==> src/rtl/hilo_div_unit.sv <==
// HI/LO register pair with read bypass, plus an iterative radix-2 restoring
// divider (DIV/DIVU) that stalls the front of the pipe until its result is ready.
module hilo_div_unit #(
  parameter int unsigned WIDTH = 32
) (
  input  logic             clk,
  input  logic             rst,
  input  logic             div_startE,
  input  logic             div_signedE,
  input  logic [WIDTH-1:0] srcaE,
  input  logic [WIDTH-1:0] srcbE,
  input  logic             div_cancel,
  output logic             div_stall,
  output logic             div_ready,
  output logic [WIDTH-1:0] div_hi,
  output logic [WIDTH-1:0] div_lo,
  input  logic             HiLoWriteW,
  input  logic [WIDTH-1:0] hi_inW,
  input  logic [WIDTH-1:0] lo_inW,
  output logic [WIDTH-1:0] hi_o,
  output logic [WIDTH-1:0] lo_o
);

  localparam int unsigned CW = (WIDTH > 1) ? $clog2(WIDTH) : 1;
  localparam logic [CW-1:0] LAST = CW'(WIDTH - 1);

  typedef enum logic [1:0] {IDLE, BUSY, DONE} state_e;

  state_e           state_q;
  logic [CW-1:0]    count_q;
  logic [WIDTH-1:0] quot_q, rem_q, dvs_q;
  logic             qneg_q, rneg_q;
  logic             ready_q;
  logic [WIDTH-1:0] res_hi_q, res_lo_q;
  logic [WIDTH-1:0] hi_q, lo_q;

  logic             a_neg, b_neg;
  logic [WIDTH-1:0] a_mag, b_mag;
  logic [WIDTH:0]   shifted, diff;
  logic             ge;
  logic [WIDTH-1:0] rem_d, quot_d, q_fix, r_fix;

  always_comb begin
    a_neg   = div_signedE & srcaE[WIDTH-1];
    b_neg   = div_signedE & srcbE[WIDTH-1];
    a_mag   = a_neg ? -srcaE : srcaE;
    b_mag   = b_neg ? -srcbE : srcbE;
    // Partial remainder is always below the divisor, so one extra bit holds the shifted value.
    shifted = {rem_q, quot_q[WIDTH-1]};
    diff    = shifted - {1'b0, dvs_q};
    ge      = ~diff[WIDTH];
    rem_d   = ge ? diff[WIDTH-1:0] : shifted[WIDTH-1:0];
    quot_d  = {quot_q[WIDTH-2:0], ge};
    q_fix   = qneg_q ? -quot_d : quot_d;
    r_fix   = rneg_q ? -rem_d : rem_d;
  end

  always_ff @(posedge clk or negedge rst) begin
    if (!rst) begin
      state_q  <= IDLE;
      count_q  <= '0;
      quot_q   <= '0;
      rem_q    <= '0;
      dvs_q    <= '0;
      qneg_q   <= 1'b0;
      rneg_q   <= 1'b0;
      ready_q  <= 1'b0;
      res_hi_q <= '0;
      res_lo_q <= '0;
    end else begin
      ready_q <= 1'b0;
      if (div_cancel) begin
        state_q <= IDLE;
      end else begin
        case (state_q)
          IDLE: begin
            if (div_startE) begin
              if (srcbE == '0) begin
                state_q  <= DONE;
                ready_q  <= 1'b1;
                res_lo_q <= '1;
                res_hi_q <= srcaE;
              end else begin
                state_q <= BUSY;
                count_q <= '0;
                quot_q  <= a_mag;
                rem_q   <= '0;
                dvs_q   <= b_mag;
                qneg_q  <= a_neg ^ b_neg;
                rneg_q  <= a_neg;
              end
            end
          end
          BUSY: begin
            quot_q  <= quot_d;
            rem_q   <= rem_d;
            count_q <= count_q + 1'b1;
            if (count_q == LAST) begin
              state_q  <= DONE;
              ready_q  <= 1'b1;
              res_lo_q <= q_fix;
              res_hi_q <= r_fix;
            end
          end
          DONE:    state_q <= IDLE;
          default: state_q <= IDLE;
        endcase
      end
    end
  end

  always_ff @(posedge clk or negedge rst) begin
    if (!rst) begin
      hi_q <= '0;
      lo_q <= '0;
    end else if (HiLoWriteW) begin
      hi_q <= hi_inW;
      lo_q <= lo_inW;
    end
  end

  always_comb begin
    // Gated by reset so the stall drops immediately even with a start pending.
    div_stall = rst & (((state_q == IDLE) & div_startE & ~div_cancel) | (state_q == BUSY));
    div_ready = ready_q;
    div_hi    = res_hi_q;
    div_lo    = res_lo_q;
    hi_o      = HiLoWriteW ? hi_inW : hi_q;
    lo_o      = HiLoWriteW ? lo_inW : lo_q;
  end

endmodule

==> config.mk <==
export PLATFORM = sky130hd
export DESIGN_NAME = hilo_div_unit
export DESIGN_NICKNAME = d
export VERILOG_FILES = /design/src/rtl/hilo_div_unit.sv
export SDC_FILE = /design/constraint.sdc
export NUM_CORES = 1
export LEC_CHECK = 0
export BUFFER_PORTS_ARGS = -buffer_cell sky130_fd_sc_hd__buf_2
export CORE_AREA = 4 4 181 183
export DETAILED_ROUTE_END_ITERATION = 16
export DIE_AREA = 0 0 185 187
export GPL_TIMING_DRIVEN = 0
export HOLD_SLACK_MARGIN = 0.15
export MAX_ROUTING_LAYER = met4
export PLACE_DENSITY = 0.72
export SETUP_SLACK_MARGIN = 0.2
export SLEW_MARGIN = 20
export SYNTH_ARGS = -nofsm -noshare
export SYNTH_HDL_FRONTEND = slang
export SYNTH_SLANG_ARGS = --single-unit
export TNS_END_PERCENT = 1
==> constraint.sdc <==
create_clock -name clk -period 4.81 [get_ports clk]
set_clock_uncertainty 0.2 [all_clocks]
set_input_delay 0.962 -clock clk [delete_from_list [all_inputs] [get_ports clk]]
set_output_delay 0.962 -clock clk [all_outputs]
set_load 0.01 [all_outputs]
======== Word-level counts from Yosys, hierarchy flattened ========
Index checks and enable logic that the tools add are counted.
Widths: inputs -> output; s select.
cells by class
  $mul .................................... 0
  magnitude comparators ................... 0
  bitwise operators ....................... 10
  $add $sub $neg .......................... 6
  div/mod/pow operators ................... 0
  shift-type cells ........................ 0
  reduce and logical (&&, ||, !) cells .... 7
  equal/unequal tests ..................... 8
  multiplexer cells ....................... 34
operators with widths
  kind                 number
  $mux 32              17
  $pmux 32 s2          4
  $neg 32->32          4
  $sub 33x32->33       1
  $logic_not 32->1     1
  $mux 5               2
  $pmux 5 s2           1
  $mux 2               4
  $ne 2x2->1 const B   4
  $reduce_and 4->1     2
  $ne 3x3->1 const B   2
  $add 5x1->5 const B  1
  $and 1x1->1          5
  $eq 5x5->1 const B   1
  $reduce_and 5->1     1
  $mux 1               4
  $pmux 2 s2           1
  $not 1->1            3
  $eq 2x1->1 const B   1
  $logic_not 2->1      1
  $pmux 1 s2           1
  $reduce_and 2->1     1
  $reduce_bool 2->1    1
  $or 1x1->1           1
  $xor 1x1->1          1
word-level totals
  memories ................................ 0
  register bits ........................... 234
  memory bits (read-only) ................. 0
  output and inout bits ................... 130
  memory bits (writable) .................. 0
  bits of input ports ..................... 134
  latch bits .............................. 0

======== Logic depth before layout (Yosys ltp) ========
  depth after elaboration ................. 6
  gate-level depth with buffers ........... 21
  gate-level depth less buffers ........... 19

======== Worst setup path after synthesis ========
OpenSTA, ideal clock, no wires.
  path kind ............................... flip-flop to flip-flop
  from .................................... reg quot_q[31]
  to ...................................... reg res_lo_q[26], in the netlist div_lo[26]
  setup slack ............................. 0.367 ns
  clock period less this slack ............ 4.443 ns
  arrival time ............................ 4.104 ns
  data required time ...................... 4.472 ns
  path buffers ............................ 2
  stages on the path, launching flop included .. 21
  cell sequence ........................... dfrtp_1 -> inv_1 -> ha_1 -> fa_1 -> nor2b_4 -> o31a_1 -> o211ai_2 -> a21oi_4 -> o21a_4 -> nor2_4 -> inv_4 -> clkbuf_8 -> clkbuf_1 -> ha_1 -> nand2b_1 -> or2_2 -> nand2b_1 -> nand2b_1 -> o41ai_1 -> xor2_1 -> a31oi_1
between the ends
  cells in the longest elaborated chain, start to end .. 6
ends and longest elaborated chain
  item                    RTL line  source
  from (decl)             31        logic [WIDTH-1:0] quot_q, rem_q, dvs_q;
  from (signal assigned)  86        quot_q <= a_mag;
  from (signal assigned)  95        quot_q <= quot_d;
  $sub 33x32->33          50        diff = shifted - {1'b0, dvs_q};
  $not 1->1               51        ge = ~diff[WIDTH];
  $neg 32->32             54        q_fix = qneg_q ? -quot_d : quot_d;
  $mux 32                 54
  $mux 32                 98        if (count_q == LAST) begin
  $pmux 32 s2             75        case (state_q)
  to (signal assigned)    101       res_lo_q <= q_fix;
  to (decl)               34        logic [WIDTH-1:0] res_hi_q, res_lo_q;
Every way passes these cells. The select of a mux whose other input is x is not followed.
A chain may end at the register's enable or synchronous reset.

======== Worst setup path in the final report ========
  from .................................... reg rem_q[17]
  to ...................................... reg res_hi_q[20], in the netlist div_hi[20]
between the ends
  cells in the longest elaborated chain, start to end .. 6
ends and longest elaborated chain
  item                    RTL line  source
  from (decl)             31
  from (signal assigned)  96        rem_q <= rem_d;
  $sub 33x32->33          50
  $mux 32 (*)             52        rem_d = ge ? diff[WIDTH-1:0] : shifted[WIDTH-1:0];
  $neg 32->32             55        r_fix = rneg_q ? -rem_d : rem_d;
  $mux 32 (*)             55
  $mux 32 (*)             98
  $pmux 32 s2 (*)         75
  to (signal assigned)    82        res_hi_q <= srcaE;
  to (signal assigned)    102       res_hi_q <= r_fix;
  to (decl)               34
Every way passes the cells marked *; elsewhere a longest branch is shown, timed or not. The select of a mux whose other input is x is not followed.

==> impl_results.md <==
* Outcome: complete, no violations
* CTS root buffer: clkbuf_16
* Fin crit period at 4.61 ns
* Setup WS post-layout at 0.204 ns
* Register area share after synthesis at 39.6%
* CTS Buf Count at 28
* CP peak stage delay at 0.45 ns
* Die Span Y at 187 um
* Post-synthesis cell type count at 103
* Synth area leader: dfrtp_1
* Cell-internal power at 4100 uW
* Final ANT Viol Nets at 0
* Pre-Repair DR Iteration Count at 5
* Top FF cell, synth: dfrtp_1
* Core footprint at 31200 sq um
* Leak at 0.00797 uW
* Global-route wire length before repair at 74300 um
* CTS max path bufs at 3
* Crit-path slowest cell: dfrtp_1
* Syn Area/Cell at 9.00 sq um
* Mapped Cells at 1643
* Met3 GRT Util at 2.94%
* Slew Limit Fails at 0
* Mapped cell area at 14800 sq um
* Crit path capture type: register
* CTS clk-pin slew, worst paths at 0.06 ns
* FFs w/ async S/R, synth at 100%
* Initial DRC count at 1092
* Maximum number of pins on one net before global-route repair at 92
* # Max-Cap Violations at 0
* Final Hold Fails at 0
* Per-cell routed wire length at 20.6 um
* Layout Cells excl Fill at 2372
* Pwr Density at 337 nW/um^2
* Measured slew at the worst slew-check pin at 0.885 ns
* Warnings from Yosys at 0
* Unrepaired setup endpoints after global routing: true
* Die area at 34600 sq um
* Post-synth EDFFs at 0
* Flops & latches, synth at 234
* Type of element launching the critical path: register
* Routing usage on met1 at 36.1%
* RePlAce Congestion at 1.01
* # port buffers at 262
* Final number of setup-violating endpoints at 0
* Fin crit share at 95.8%
* Total chip power at 6040 uW
* Initial antenna violation count at 4
* H-tree level count at 1
* GR peak layer: met2
* Routed WL at 48900 um
* Worst hold path type: in2async
* Vias per inst at 5.81
* Residual DRC count at 0
* Num Clock Sinks at 234
* Rel. slew slack at 40.8%
* Final hold slack at 0.151 ns
* R2R cell count at 20
* Final global-route overflow total at 0
* R2R Setup Slk at 0.20 ns
* Die X at 185 um
* Worst slack at placement at -0.953 ns
* Critical Path Fanout Max at 10
* Max Freq at 0.217 GHz
* Syn nets at 1816
* Top post-synthesis cells by area: dfrtp_1 (40%), o21ai_0 (5.5%), mux2_2 (5.4%)
* Register area at 5860 sq um
* Vias in the first global route at 13147
* Share of cells above drive strength 1 at 26.0%
* Reg power frac at 37.9%
* RR Startpoint: rem_q[17]$_DFFE_PN0P_
* CP Data Required Time at 5.04 ns
* Most common library cells after synthesis: dfrtp_1 (234), nand2_1 (173), o21ai_0 (163)
* Switching share of power at 32.1%
* Num ports at 264
* Count leader, synth: dfrtp_1
* Global Route Usage Sum at 27.7%
* R2R Path End: div_hi[20]$_DFFE_PN0P_
* Synth top area share at 39.6%
* Core Rows at 65
* DP HPWL at 38200 um
* CP cell instances: ha_1 -> nand2_1 -> o21ai_2 -> a22oi_1 -> a221oi_2 -> buf_4 -> o21a_4 -> nor2_4 -> clkinv_4 -> buf_8 -> buf_6 -> nor2_1 -> a21oi_2 -> ha_2 -> and3_1 -> a32oi_2 -> or3b_1 -> and3_1 -> o21ai_2 -> a21oi_1
* Final nets at 2119
* CTS tree: done
* Share of total power in the clock network at 36.9%
* Initial Util at 47.3%
* Filler cells at 2833
* Placed cells at 2309
* Switch Pwr at 1940 uW
* Vias at 13790
* Peak supply drop at 0.264 mV
* Crit path kind: reg2reg
* Critical Path AT at 4.84 ns
* Area Growth Syn to Fin at 21.1%
* Met2 Track Usage GR at 45.5%
* Multi-input gate area at 8410 sq um
* Gate power share at 25.1%
* Worst-skew pair later-pin latency at 0.54 ns
repair_timing:
item                       CTS  global route
gates resized for setup     13            39
pin swaps                    8             8
setup endpoints to repair   42           103
hold buffers                 0             0
buffers inserted             6             3
cell type report:
type,instances,area share (%)
timing repair buffer,273,8.06
multi-input combinational,1265,46.9
clock buffer,36,4.48
inverter,55,1.18
buffer,89,2.73
clock inverter,15,1.03
tap,402,2.81
sequential,234,32.7
antenna,3,0.0419
registers in the layout (all words and copies together), names as in the netlist, 5 cells and up:
signal,cells
count_q,5
div_hi,32
div_lo,32
dvs_q,32
hi_q,32
lo_q,32
quot_q,32
rem_q,32
cell usage in the layout, fill, tap and decap left out, types with 16 or more instances in the layout:
cell	Yosys	final
mux2i_1	22	22
a21oi_1	147	141
a31oi_1	33	33
clkbuf_16	0	29
xor2_1	70	70
nor3_1	27	26
clkbuf_1	54	53
xnor2_1	53	53
buf_2	15	275
and3_1	19	19
inv_1	52	52
or3_1	29	29
nand2_1	173	172
dfrtp_1	234	230
nand3_1	20	20
o31ai_1	18	16
mux2_2	71	71
nor2_1	146	146
o21ai_0	163	163
ha_1	38	30
per-stage QoR:
stage	TNS [ns]	cell area, sq um	util [%]
finish	0	17900	57.3
global route	0	17900	57.3
CTS	0	17700	56.8
detailed placement	-38.00	16700	53.4
global placement	-375.01	16600	53.1
floorplan	0	14800	-
cells by family after synthesis:
logic type               after synthesis  share of synthesized area (%)
buffers and inverters                144                           4.58
flip-flops                           234                           39.6
AO/OA/AOI/OAI                        497                           21.3
multiplexers                          94                           7.05
adder cells (fa/ha/maj)               39                           3.35
AND/OR/NAND/NOR                      512                           16.8
XOR/XNOR                             123                           7.29
worst max-delay path by stage:
stage	slack (ns)	start	depth (start not counted)	end
5_1_grt	0.05	rem_q[18]$_DFFE_PN0P_	19	div_lo[28]$_DFFE_PN0P_
6_report	0.20	rem_q[17]$_DFFE_PN0P_	20	div_hi[20]$_DFFE_PN0P_
3_3_place_gp	-1.71	rst	3	div_stall
3_5_place_dp	-0.95	rem_q[1]$_DFFE_PN0P_	18	div_hi[26]$_DFFE_PN0P_
4_1_cts	0.06	rem_q[9]$_DFFE_PN0P_	19	div_lo[28]$_DFFE_PN0P_
2_1_floorplan	0.37	quot_q[31]$_DFFE_PN0P_	20	div_lo[26]$_DFFE_PN0P_
power by group through the flow:
stage	clock network (uW)	registers [uW]	logic, uW
2_1_floorplan	0	2290	972
3_3_place_gp	0	2310	1420
3_5_place_dp	0	2320	1450
4_1_cts	2260	2280	1470
5_1_grt	2350	2310	1670
6_report	2230	2290	1520
worst max-delay path, delay by kind of cell, from the launching register on:
| kind | cells | cell delay [ns] |
|---|---|---|
| simple gates | 6 | 1.05 |
| flops | 1 | 0.45 |
| buf+inv | 4 | 0.65 |
| fa+ha+maj | 2 | 0.71 |
| compound gates | 8 | 1.41 |
per-layer routing:
| layer | vias to the layer above | part of all wire (%) |
|---|---|---|
| met5 | - | 0 |
| met1 | 6596 | 42 |
| met4 | 0 | 3.1 |
| li1 | 6501 | - |
| met2 | 608 | 47 |
| met3 | 85 | 7.7 |
Note: power is estimated with default switching activity, not from simulation.
